File: config.mk
export PLATFORM = sky130hd
export DESIGN_NAME = cpu_handshake_tx
export DESIGN_NICKNAME = d
export VERILOG_FILES = /design/src/rtl/cpu_handshake_tx.sv
export SDC_FILE = /design/constraint.sdc
export NUM_CORES = 1
export LEC_CHECK = 0
export BUFFER_PORTS_ARGS = -buffer_cell sky130_fd_sc_hd__buf_2
export CAP_MARGIN = 20
export CORE_AREA = 4 4 59 61
export CTS_CLUSTER_DIAMETER = 120
export DETAILED_ROUTE_END_ITERATION = 10
export DIE_AREA = 0 0 63 65
export PLACE_DENSITY = 0.82
export SYNTH_ARGS = -nofsm -noshare
export SYNTH_HDL_FRONTEND = slang
export SYNTH_SLANG_ARGS = --single-unit
export TNS_END_PERCENT = 30
File: constraint.sdc
create_clock -name cpu_clk -period 5.7 [get_ports cpu_clk]
set_clock_uncertainty 0.1 [all_clocks]
set_input_delay 0.285 -clock cpu_clk [delete_from_list [all_inputs] [get_ports cpu_clk]]
set_output_delay 0.285 -clock cpu_clk [all_outputs]
set_load 0.02 [all_outputs]
File: src/rtl/cpu_handshake_tx.sv
// CPU-side transmitter: 4-bit word FIFO drained over a four-phase per_send/per_ack handshake.
// Define CPU_TX_ACK_SYNC_EN to pass per_ack through a two-flop cpu_clk synchronizer.
module cpu_handshake_tx #(
    parameter int unsigned DEPTH = 4,
    parameter int unsigned CNT_W = 8
) (
    input  logic             cpu_clk,
    input  logic             cpu_rst,
    input  logic             wr_en,
    input  logic [3:0]       wr_data,
    output logic             full,
    output logic             empty,
    output logic             busy,
    output logic             per_send,
    input  logic             per_ack,
    output logic [3:0]       out_per_dados,
    output logic [CNT_W-1:0] sent_count
);
    localparam int unsigned AW = $clog2(DEPTH);

    typedef enum logic [1:0] {S_IDLE, S_SEND, S_RELEASE} state_t;

    state_t           state_q;
    logic [3:0]       mem_q [DEPTH];
    logic [AW-1:0]    wr_ptr_q;
    logic [AW-1:0]    rd_ptr_q;
    logic [AW:0]      count_q;
    logic [AW:0]      count_d;
    logic             send_q;
    logic [3:0]       data_q;
    logic [CNT_W-1:0] sent_q;
    logic             push;
    logic             pop;
    logic             ack_s;

    assign full          = (count_q == (AW+1)'(DEPTH));
    assign empty         = (count_q == '0);
    assign busy          = (state_q != S_IDLE);
    assign per_send      = send_q;
    assign out_per_dados = data_q;
    assign sent_count    = sent_q;

    // A write while full is dropped even if a pop frees a slot in the same cycle.
    assign push = wr_en && !full;
    assign pop  = (state_q == S_IDLE) && !empty;

`ifdef CPU_TX_ACK_SYNC_EN
    logic [1:0] ack_sync_q;

    always_ff @(posedge cpu_clk or posedge cpu_rst) begin
        if (cpu_rst) begin
            ack_sync_q <= '0;
        end else begin
            ack_sync_q <= {ack_sync_q[0], per_ack};
        end
    end

    assign ack_s = ack_sync_q[1];
`else
    assign ack_s = per_ack;
`endif

    always_comb begin
        count_d = count_q;
        case ({push, pop})
            2'b10:   count_d = count_q + (AW+1)'(1);
            2'b01:   count_d = count_q - (AW+1)'(1);
            default: count_d = count_q;
        endcase
    end

    always_ff @(posedge cpu_clk) begin
        if (push) begin
            mem_q[wr_ptr_q] <= wr_data;
        end
    end

    always_ff @(posedge cpu_clk or posedge cpu_rst) begin
        if (cpu_rst) begin
            wr_ptr_q <= '0;
            rd_ptr_q <= '0;
            count_q  <= '0;
        end else begin
            if (push) begin
                wr_ptr_q <= wr_ptr_q + AW'(1);
            end
            if (pop) begin
                rd_ptr_q <= rd_ptr_q + AW'(1);
            end
            count_q <= count_d;
        end
    end

    always_ff @(posedge cpu_clk or posedge cpu_rst) begin
        if (cpu_rst) begin
            state_q <= S_IDLE;
            send_q  <= 1'b0;
            data_q  <= '0;
            sent_q  <= '0;
        end else begin
            case (state_q)
                S_IDLE: begin
                    if (pop) begin
                        data_q  <= mem_q[rd_ptr_q];
                        send_q  <= 1'b1;
                        state_q <= S_SEND;
                    end
                end
                S_SEND: begin
                    if (ack_s) begin
                        send_q  <= 1'b0;
                        sent_q  <= sent_q + CNT_W'(1);
                        state_q <= S_RELEASE;
                    end
                end
                S_RELEASE: begin
                    if (!ack_s) begin
                        state_q <= S_IDLE;
                    end
                end
                default: begin
                    send_q  <= 1'b0;
                    state_q <= S_IDLE;
                end
            endcase
        end
    end
endmodule
==> impl_metrics.csv, run 1 <==
group,metric,value,unit
placed_design,portBuffers,23,
worst_setup_path,r2r_slack,3470,ps
worst_setup_path,cpMaxStageDelayCell,"dfrtp_1",
placed_design,placed_cells,166,
global_route,grt_pass1_wl,4.740,mm
cells_and_area,drive_above_1_share,31.21,%
detailed_routing,routed_wirelength,2.666,mm
worst_setup_path,critPathKind,"register to register",
detailed_routing,wl_met2,1.477,mm
clock_network,cts_resized,0,
detailed_routing,wl_met3,107,um
timing,finalHoldViolCount,10,
detailed_routing,drtAntennaViolNets,0,
clock_network,numCtsBuffers,5,
clock_network,clockBufferDepth,2,
clock_network,clkSinkCount,38,
run,cap_violations,0,
timing,setup_ws,3467,ps
placed_design,dp_slack,3467,ps
detailed_routing,drc,0,
power_and_ir_drop,leakagePower,0.8492,nW
cells_and_area,synthToLayoutAreaGrowth,12.10,%
global_route,grt_pass1_vias,991,
global_route,grt_max_degree,23,
floorplanning,fp.dieW,63,um
global_route,antenna_found_initial,0,
clock_network,cts_tree,"done",
synthesis,syn-cell-area,0.001654,sq mm
timing,slew_headroom,45.19,%
cells_and_area,stdcell_count,174,
worst_setup_path,crit_arrival,2390,ps
detailed_routing,top_layer_used,"met4",
floorplanning,rows,20,
timing,min_period,2233,ps
global_route,globalRouteOverflowTotal,0,
synthesis,netlist_instances,112,
timing,maxSlewViolCount,0,
power_and_ir_drop,max-vdd-ir-drop,0.0002956,V
clock_network,clk_pin_slew,110,ps
timing,fin_crit_sh,39.18,%
run_status,violations,"negative hold slack",
cells_and_area,nNetsFinal,155,
timing,tns,0,ps
detailed_routing,viasPerCell,5.299,
cells_and_area,fin_area,0.001854,sq mm
worst_setup_path,path_buf_inv,2,
synthesis,syn_avg_cell_area,14.77,sq um
cells_and_area,seqCellArea,0.001031,sq mm
global_route,track_usage,15.76,%
timing,rsz0062_at_grt,"false",
placed_design,dp_hpwl,2.120,mm
worst_setup_path,reg2reg_from,"state_q[0]",
cells_and_area,multi_input_area,569.3,sq um
clock_network,holdBufCountCts,0,
clock_network,clk_latency,330,ps
worst_setup_path,worstPathRequired,5860,ps
worst_setup_path,ff2ff_path_depth,9,
detailed_routing,vias,922,
timing,max_clock_freq,447.8,MHz
worst_setup_path,crit_family,"adder cells",
clock_network,cts_root_buf,"clkbuf_4",
worst_setup_path,max_stage_delay,490,ps
timing,tightest_slew,821.2,ps
worst_setup_path,cp-end-kind,"register",
worst_setup_path,r2r_end,"count_q[2]",
detailed_routing,firstDrtPassIters,4,
worst_setup_path,critPathMaxFanout,8,
placed_design,dpl_cell_area,0.001794,sq mm
cells_and_area,fillers,234,
timing,setup_viol,0,
floorplanning,start_util,55.55,%
cells_and_area,diodes,0,
worst_setup_path,cp-start-kind,"register",
floorplanning,core_area,0.002978,sq mm
run_status,status,"finished with violations",
synthesis,ys_seq_area_share,62.33,%
worst_setup_path,crit_chain,"nor2_1, nand2_2, inv_1, ha_1, inv_1, fa_1, xor2_1, nor2_1, xor2_1",
floorplanning,io_pins,24,
clock_network,cts_setup_buffers,0,
placed_design,place_congestion,0.8085,
floorplanning,die_h,65,um
synthesis,synth_seq_cells,38,
synthesis,synth-warning-count,0,
detailed_routing,met1Wirelength,1.026,mm
timing,whs,-5.472,ps
detailed_routing,drt_iter0_drc,27,
detailed_routing,post_drt_wl_per_cell,15.32,um
clock_network,h-tree-depth,2,
worst_hold_path,hold_path_class,"input port to async pin",
synthesis,yosysUniqueCellTypes,27,
floorplanning,die_area,0.004095,sq mm
power_and_ir_drop,p_per_area,548.7,mW/mm^2
synthesis,synth_nets,127,
## state kept, by name, summed over array words and instances (netlist names)
signal,flops
state_q,2
count_q,3
mem_q,16
sent_count,8
per_send,1
out_per_dados,4
wr_ptr_q,2
rd_ptr_q,2
## layer usage
layer	vias up	track usage, %
met5	-	0
met4	0	6.061
met3	6	5.026
met2	18	27.67
met1	460	17.87
li1	438	-
## per-stage QoR
step / util [%] / power, mW
2_1_floorplan: - / 0.7761
3_3_place_gp: 60.25 / 0.8619
3_5_place_dp: 60.25 / 0.8938
4_1_cts: 62.27 / 1.030
5_1_grt: 62.27 / 1.102
6_report: 62.27 / 1.017
## report_power, final
group / internal (mW) / total [mW] / switching, mW
clock: 0.0598 / 0.139 / 0.0793
sequential: 0.384 / 0.470 / 0.0865
combinational: 0.191 / 0.408 / 0.217
total: 0.634 / 1.02 / 0.383
## synthesized netlist by cell type
library cell	number	area share [%]
xnor2_1	6	3.2
nor2b_2	1	0.53
xor2_1	8	4.2
fa_1	1	1.2
a211oi_1	1	0.45
nand2_2	1	0.38
nand3_1	1	0.30
buf_6	1	0.68
mux4_2	4	5.4
nand3b_1	1	0.45
nor3_1	2	0.61
buf_2	1	0.30
o21ai_0	1	0.30
edfxtp_1	16	29
nor4_1	1	0.38
mux2i_1	1	0.61
nand4b_4	1	1.4
ha_1	6	4.5
inv_1	10	2.3
nor3b_1	1	0.45
nor2_1	5	1.1
nand2_1	7	1.6
mux2_2	6	4.1
and2_1	5	1.9
dfrtp_1	22	33
nand4b_1	1	0.53
or3_4	1	0.68
## placed cells by master (no fill, tap or decap), types with 6 or more instances in the layout
cell type,Yosys,layout
buf_2,1,23
dfrtp_1,22,22
edfxtp_1,16,16
inv_1,10,10
xor2_1,8,8
nand2_1,7,7
xnor2_1,6,6
mux2_2,6,6
ha_1,6,6
## kinds of logic (layout without fill, tap and decap cells)
kind of cell | after synthesis | after routing | share of synthesized area, %
AO/OA/AOI/OAI | 2 | 2 | 0.7563
adder cells (fa/ha/maj) | 7 | 7 | 5.749
buffers and inverters | 12 | 41 | 3.253
XOR/XNOR | 14 | 14 | 7.413
AND/OR/NAND/NOR | 28 | 28 | 10.36
multiplexers | 11 | 11 | 10.14
flip-flops | 38 | 38 | 62.33
## how the worst max path moves through the flow
stage	startpoint	endpoint	slack, ps	cells after the start
6_report	state_q[0]	count_q[2]	3470	9
5_1_grt	state_q[0]	count_q[2]	3260	9
4_1_cts	state_q[0]	count_q[2]	3450	9
3_5_place_dp	state_q[0]	count_q[2]	3470	9
3_3_place_gp	state_q[0]	count_q[2]	3640	9
2_1_floorplan	count_q[0]	count_q[2]	3270	9
## layout make-up
cell class,count,share of cell area (%)
flip-flops and latches,38,55.60
multi-input cells,62,30.70
repair buffers,23,6.208
clock buffers,7,2.969
well taps,33,2.227
inverters,10,2.024
clock inverters,1,0.2699
(Power assumes the default switching activity.)
==> run 2, diff against run 1 <==
CORE_AREA = 4 4 63 65   (was 4 4 59 61)
DIE_AREA = 0 0 67 69   (was 0 0 63 65)
PLACE_DENSITY = 0.76   (was 0.82)
clock period = 1.8 ns   (was 5.7 ns; I/O delays follow)
==> run 2 against run 1 <==
The flow finishes with violations (negative setup slack). Routed wire length decreased by 2.3%. Hold slack improved by 120 ps. Register-to-register slack got worse by 3600 ps. Via count increased by 5.0%. Worst setup slack got worse by 3600 ps. Largest power group is now combinational cells.
==> impl_metrics.csv, run 2 (synthesis gave the netlist of run 1 again) <==
group,metric,value,unit
run_status,status,"finished with violations",
run_status,violations,"negative setup slack",
placed_design,dpl_cell_area,0.001902,sq mm
worst_setup_path,crit_arrival,2110,ps
power_and_ir_drop,max-vdd-ir-drop,0.0009864,V
global_route,track_usage,13.09,%
timing,max_clock_freq,514.5,MHz
floorplanning,rows,21,
detailed_routing,routed_wirelength,2.605,mm
detailed_routing,drt_iter0_drc,21,
timing,setup_ws,-143.8,ps
floorplanning,core_area,0.003337,sq mm
detailed_routing,vias,968,
timing,tightest_slew,326.6,ps
clock_network,clk_pin_slew,110,ps
worst_setup_path,critPathKind,"register to register",
worst_setup_path,cp_common_cell,"xor2_1",
clock_network,clockBufferDepth,2,
placed_design,place_congestion,0.7229,
global_route,grt_pass1_vias,1025,
run,cap_violations,0,
detailed_routing,drc,0,
clock_network,cts_tree,"done",
power_and_ir_drop,p_per_area,1714,mW/mm^2
worst_setup_path,max_stage_delay,430,ps
power_and_ir_drop,power,3.521,mW
power_and_ir_drop,switching_power,1.244,mW
cells_and_area,synthToLayoutAreaGrowth,24.21,%
placed_design,portBuffers,23,
worst_hold_path,hold_path_class,"input port to register",
timing,min_period,1944,ps
clock_network,clkSinkCount,38,
cells_and_area,final_cell_mix,"buf_2 (23), dfrtp_1 (22), edfxtp_1 (16), buf_4 (12), inv_1 (9)",
global_route,grt_max_degree,23,
power_and_ir_drop,leakagePower,0.9449,nW
global_route,globalRouteOverflowTotal,0,
timing,slew_headroom,78.03,%
power_and_ir_drop,switching_share,35.33,%
floorplanning,die_area,0.004623,sq mm
worst_setup_path,cp-start-kind,"register",
timing,setup_viol,2,
clock_network,cts_root_buf,"clkbuf_4",
cells_and_area,diodes,0,
worst_setup_path,worstPathRequired,1970,ps
timing,fin_crit_sh,108.0,%
worst_setup_path,cp-end-kind,"register",
worst_setup_path,cpMaxStageDelayCell,"dfrtp_1",
cells_and_area,fin_area,0.002054,sq mm
worst_setup_path,reg2reg_from,"count_q[1]",
worst_setup_path,critPathMaxFanout,3,
cells_and_area,regMostFlops,"mem_q",
worst_setup_path,crit_chain,"nor3b_4, nor2b_2, inv_1, ha_2, inv_2, fa_2, xor2_1, nor2_1, xor2_1",
cells_and_area,final_common_cell,"buf_2",
power_and_ir_drop,pwr-share-clk,15.8,%
power_and_ir_drop,combPwrFrac,43.0,%
cells_and_area,drive_above_1_share,38.36,%
power_and_ir_drop,p_int,2.277,mW
worst_setup_path,path_buf_inv,2,
floorplanning,fp.dieW,67,um
global_route,grt_pass1_wl,4.567,mm
timing,whs,119.0,ps
clock_network,h-tree-depth,2,
clock_network,numCtsBuffers,5,
placed_design,dp_hpwl,1.950,mm
floorplanning,start_util,49.57,%
timing,rsz0062_at_grt,"true",
power_and_ir_drop,p_seq_share,41.3,%
detailed_routing,drtAntennaViolNets,0,
global_route,antenna_found_initial,0,
cells_and_area,utilization,61.57,%
cells_and_area,nNetsFinal,173,
timing,maxSlewViolCount,0,
worst_hold_path,hold_start,"wr_en",
worst_setup_path,crit_family,"adder cells",
floorplanning,die_h,69,um
detailed_routing,viasPerCell,4.722,
clock_network,clk_latency,340,ps
timing,finalHoldViolCount,0,
detailed_routing,firstDrtPassIters,4,
floorplanning,io_pins,24,
worst_setup_path,critPathLaunch,"count_q[1]",
detailed_routing,post_drt_wl_per_cell,12.71,um
placed_design,dp_slack,-152.9,ps
cells_and_area,largest_reg_flops,16,
## run 2: what timing repair did
| action | in CTS | in global routing |
|---|---|---|
| hold endpoints to repair | 41 | 0 |
| resized for setup | 1 | 0 |
| hold buffers | 6 | 0 |
| pin swaps | 3 | 1 |
| endpoints found under the setup margin | 2 | 2 |
| buffers inserted | 1 | 1 |
## run 2: power by group through the flow
| stage | combinational [mW] | clock, mW | sequential, mW |
|---|---|---|---|
| finish | 1.51 | 0.555 | 1.45 |
| global route | 1.68 | 0.619 | 1.49 |
| CTS | 1.53 | 0.572 | 1.46 |
| detailed placement | 1.49 | 0 | 1.48 |
| global placement | 1.43 | 0 | 1.45 |
| floorplan | 0.932 | 0 | 1.56 |
## run 2: path summary, 6_finish.rpt
| check | to | cells past startpoint | slack, ps |
|---|---|---|---|
| setup / recovery | count_q[2] | 9 | -140 |
| setup reg to reg | count_q[2] | 9 | -140 |
| min in group asynchronous | out_per_dados[0] | 4 | 200 |
| max in group asynchronous | wr_ptr_q[0] | 4 | 1160 |
| hold reg to reg | sent_count[7] | 1 | 370 |
| hold / removal | wr_ptr_q[0] | 4 | 120 |
## run 2: final cells by class
cell class	instances	area (sq um)
timing repair buffer	41	265.3
inverter	10	37.54
fill	277	1282
sequential	38	1031
multi-input combinational	62	585.6
tap	46	57.56
clock buffer	5	37.54
clock inverter	3	40.04
## run 2: routing by layer
metal | vias up | share of wire, % | track usage, %
li1 | 475 | - | -
met1 | 465 | 40 | 15.81
met2 | 24 | 53 | 20.41
met3 | 4 | 5.6 | 5.195
met4 | 0 | 1.1 | 5.631
met5 | - | 0 | 0
## run 2: tightest hold or removal path: cells and delay by family
family	cells	cell delay, ps
and+or+nand+nor	1	140
buffers and inverters	2	220
xor gates and xnor gates	1	60
## run 2: stage by stage
stage | std cells | setup TNS (ps)
floorplan | 112 | -374.5
global placement | 189 | -105.7
detailed placement | 189 | -258.1
CTS | 204 | -269.8
global route | 205 | -429.6
finish | 205 | -238.7
==> run 3, diff against run 2 <==
GPL_ROUTABILITY_DRIVEN = 0   (was unset)
PLACE_DENSITY = 0.83   (was 0.76)
SLEW_MARGIN = 10   (was unset)
==> run 3 against run 2 <==
The run still ends with negative setup slack left. Cell count stayed put. Routed wire length is 11% higher. Clock power is 19% lower. Global-route usage increased by 2.0 points. Design area is 0.73% lower. Worst setup slack gained 1.1 ps. Critical path depth unchanged. First-iteration DRC count decreased by 38%. Critical path type unchanged. Critical endpoint unchanged.
==> impl_metrics.csv, run 3 (synthesis gave the netlist of run 1 again) <==
group,metric,value,unit
detailed_routing,drtAntennaViolNets,0,
timing,rsz0062_at_grt,"true",
power_and_ir_drop,max-vdd-ir-drop,0.001008,V
run_status,violations,"negative setup slack",
power_and_ir_drop,leakagePower,0.9357,nW
floorplanning,rows,21,
floorplanning,fp.dieW,67,um
timing,max_clock_freq,514.8,MHz
cells_and_area,utilization,61.12,%
cells_and_area,synthToLayoutAreaGrowth,23.30,%
floorplanning,die_h,69,um
global_route,globalRouteOverflowTotal,0,
worst_setup_path,reg2reg_from,"count_q[1]",
global_route,antenna_found_initial,0,
timing,maxSlewViolCount,0,
worst_setup_path,worstPathRequired,1970,ps
floorplanning,die_area,0.004623,sq mm
detailed_routing,vias,980,
timing,setup_ws,-142.7,ps
power_and_ir_drop,p_per_area,1701,mW/mm^2
floorplanning,start_util,49.57,%
detailed_routing,post_drt_wl_per_cell,14.08,um
timing,tightest_slew,369.9,ps
run_status,status,"finished with violations",
timing,slew_headroom,75.11,%
timing,whs,138.8,ps
clock_network,cts_root_buf,"clkbuf_4",
timing,finalHoldViolCount,0,
worst_hold_path,whs_endpoint,"wr_ptr_q[0]",
run,cap_violations,0,
global_route,track_usage,15.09,%
floorplanning,core_area,0.003337,sq mm
cells_and_area,final_cell_mix,"dfrtp_1 (22), buf_2 (22), edfxtp_1 (16), buf_4 (13), inv_1 (9)",
detailed_routing,firstDrtPassIters,4,
timing,min_period,1943,ps
cells_and_area,drive_above_1_share,37.74,%
worst_setup_path,cp-end-kind,"register",
global_route,grt_pass1_wl,5.078,mm
timing,tns,-257.9,ps
detailed_routing,viasPerCell,4.780,
global_route,grt_pass1_vias,1086,
detailed_routing,drt_iter0_drc,13,
placed_design,portBuffers,23,
worst_hold_path,hold_start,"wr_en",
clock_network,h-tree-depth,2,
worst_hold_path,whs_path_depth,4,
clock_network,clk_latency,340,ps
clock_network,numCtsBuffers,5,
placed_design,dp_hpwl,2.179,mm
detailed_routing,routed_wirelength,2.886,mm
worst_setup_path,critPathMaxFanout,3,
clock_network,cts_tree,"done",
clock_network,clkSinkCount,38,
timing,setup_viol,2,
worst_setup_path,ff2ff_path_depth,9,
cells_and_area,diodes,0,
worst_setup_path,r2r_slack,-140,ps
global_route,grt_max_degree,23,
placed_design,dp_slack,-165.5,ps
floorplanning,io_pins,24,
worst_setup_path,cp-start-kind,"register",
detailed_routing,drc,0,
cells_and_area,nNetsFinal,173,
cells_and_area,stdcell_count,205,
cells_and_area,regMostFlops,"mem_q",
placed_design,placed_cells,189,
clock_network,clockBufferDepth,2,
worst_hold_path,hold_path_class,"input port to register",
clock_network,clk_pin_slew,100,ps
worst_setup_path,crit_arrival,2110,ps
timing,fin_crit_sh,107.9,%
cells_and_area,largest_reg_flops,16,
worst_setup_path,critPathKind,"register to register",
worst_setup_path,r2r_end,"count_q[2]",
-- run 3: where the power goes --
group / internal, mW / leakage, nW / total, mW / switching, mW
clock: 0.189 / 0.0353 / 0.452 / 0.263
sequential: 1.22 / 0.413 / 1.46 / 0.240
combinational: 0.787 / 0.487 / 1.56 / 0.775
-- run 3: per-stage QoR --
stage          total power [mW]  cell area [sq um]
2_1_floorplan             2.495               1670
3_3_place_gp              2.879               1902
3_5_place_dp              3.018               1902
4_1_cts                   3.517               2037
5_1_grt                   3.730               2039
6_report                  3.470               2039
-- run 3: final cells by class --
type                            count  area (sq um)
Inverter                           10         37.54
Clock inverter                      1         5.005
Multi-Input combinational cell     62         585.6
Clock buffer                        7         55.05
Timing Repair Buffer               41         267.8
Tap cell                           46         57.56
Sequential cell                    38          1031
Fill cell                         275          1297
-- run 3: repair_timing --
action,4_1_cts,5_1_grt
buffers inserted,2,0
hold buffers,6,0
gates resized for setup,1,1
gates cloned,0,0
endpoints found under the hold margin,41,0
endpoints found under the setup margin,2,3
pin swaps,2,1
-- run 3: how the worst max path moves through the flow --
stage / start / depth (start not counted) / slack [ps] / endpoint
finish: count_q[1] / 9 / -140 / count_q[2]
global placement: count_q[0] / 9 / -60 / count_q[2]
detailed placement: count_q[1] / 9 / -170 / count_q[2]
CTS: count_q[0] / 9 / -160 / count_q[2]
global route: count_q[1] / 9 / -260 / count_q[2]
floorplan: count_q[0] / 9 / -230 / count_q[2]
-- run 3: layer usage --
layer	track usage (%)	share of wire, %	vias to the layer above
li1	-	-	475
met5	0	0	-
met1	15.64	37	486
met4	8.559	2.6	0
met3	5.682	4.2	6
met2	25.33	56	13
-- run 3: critical path: stages (launching register included) --
cell,delay [ps]
dfrtp_1,440
nor3b_4,240
nor2b_2,70
inv_1,60
ha_2,180
inv_2,40
fa_2,340
xor2_1,150
nor2_1,120
xor2_1,150
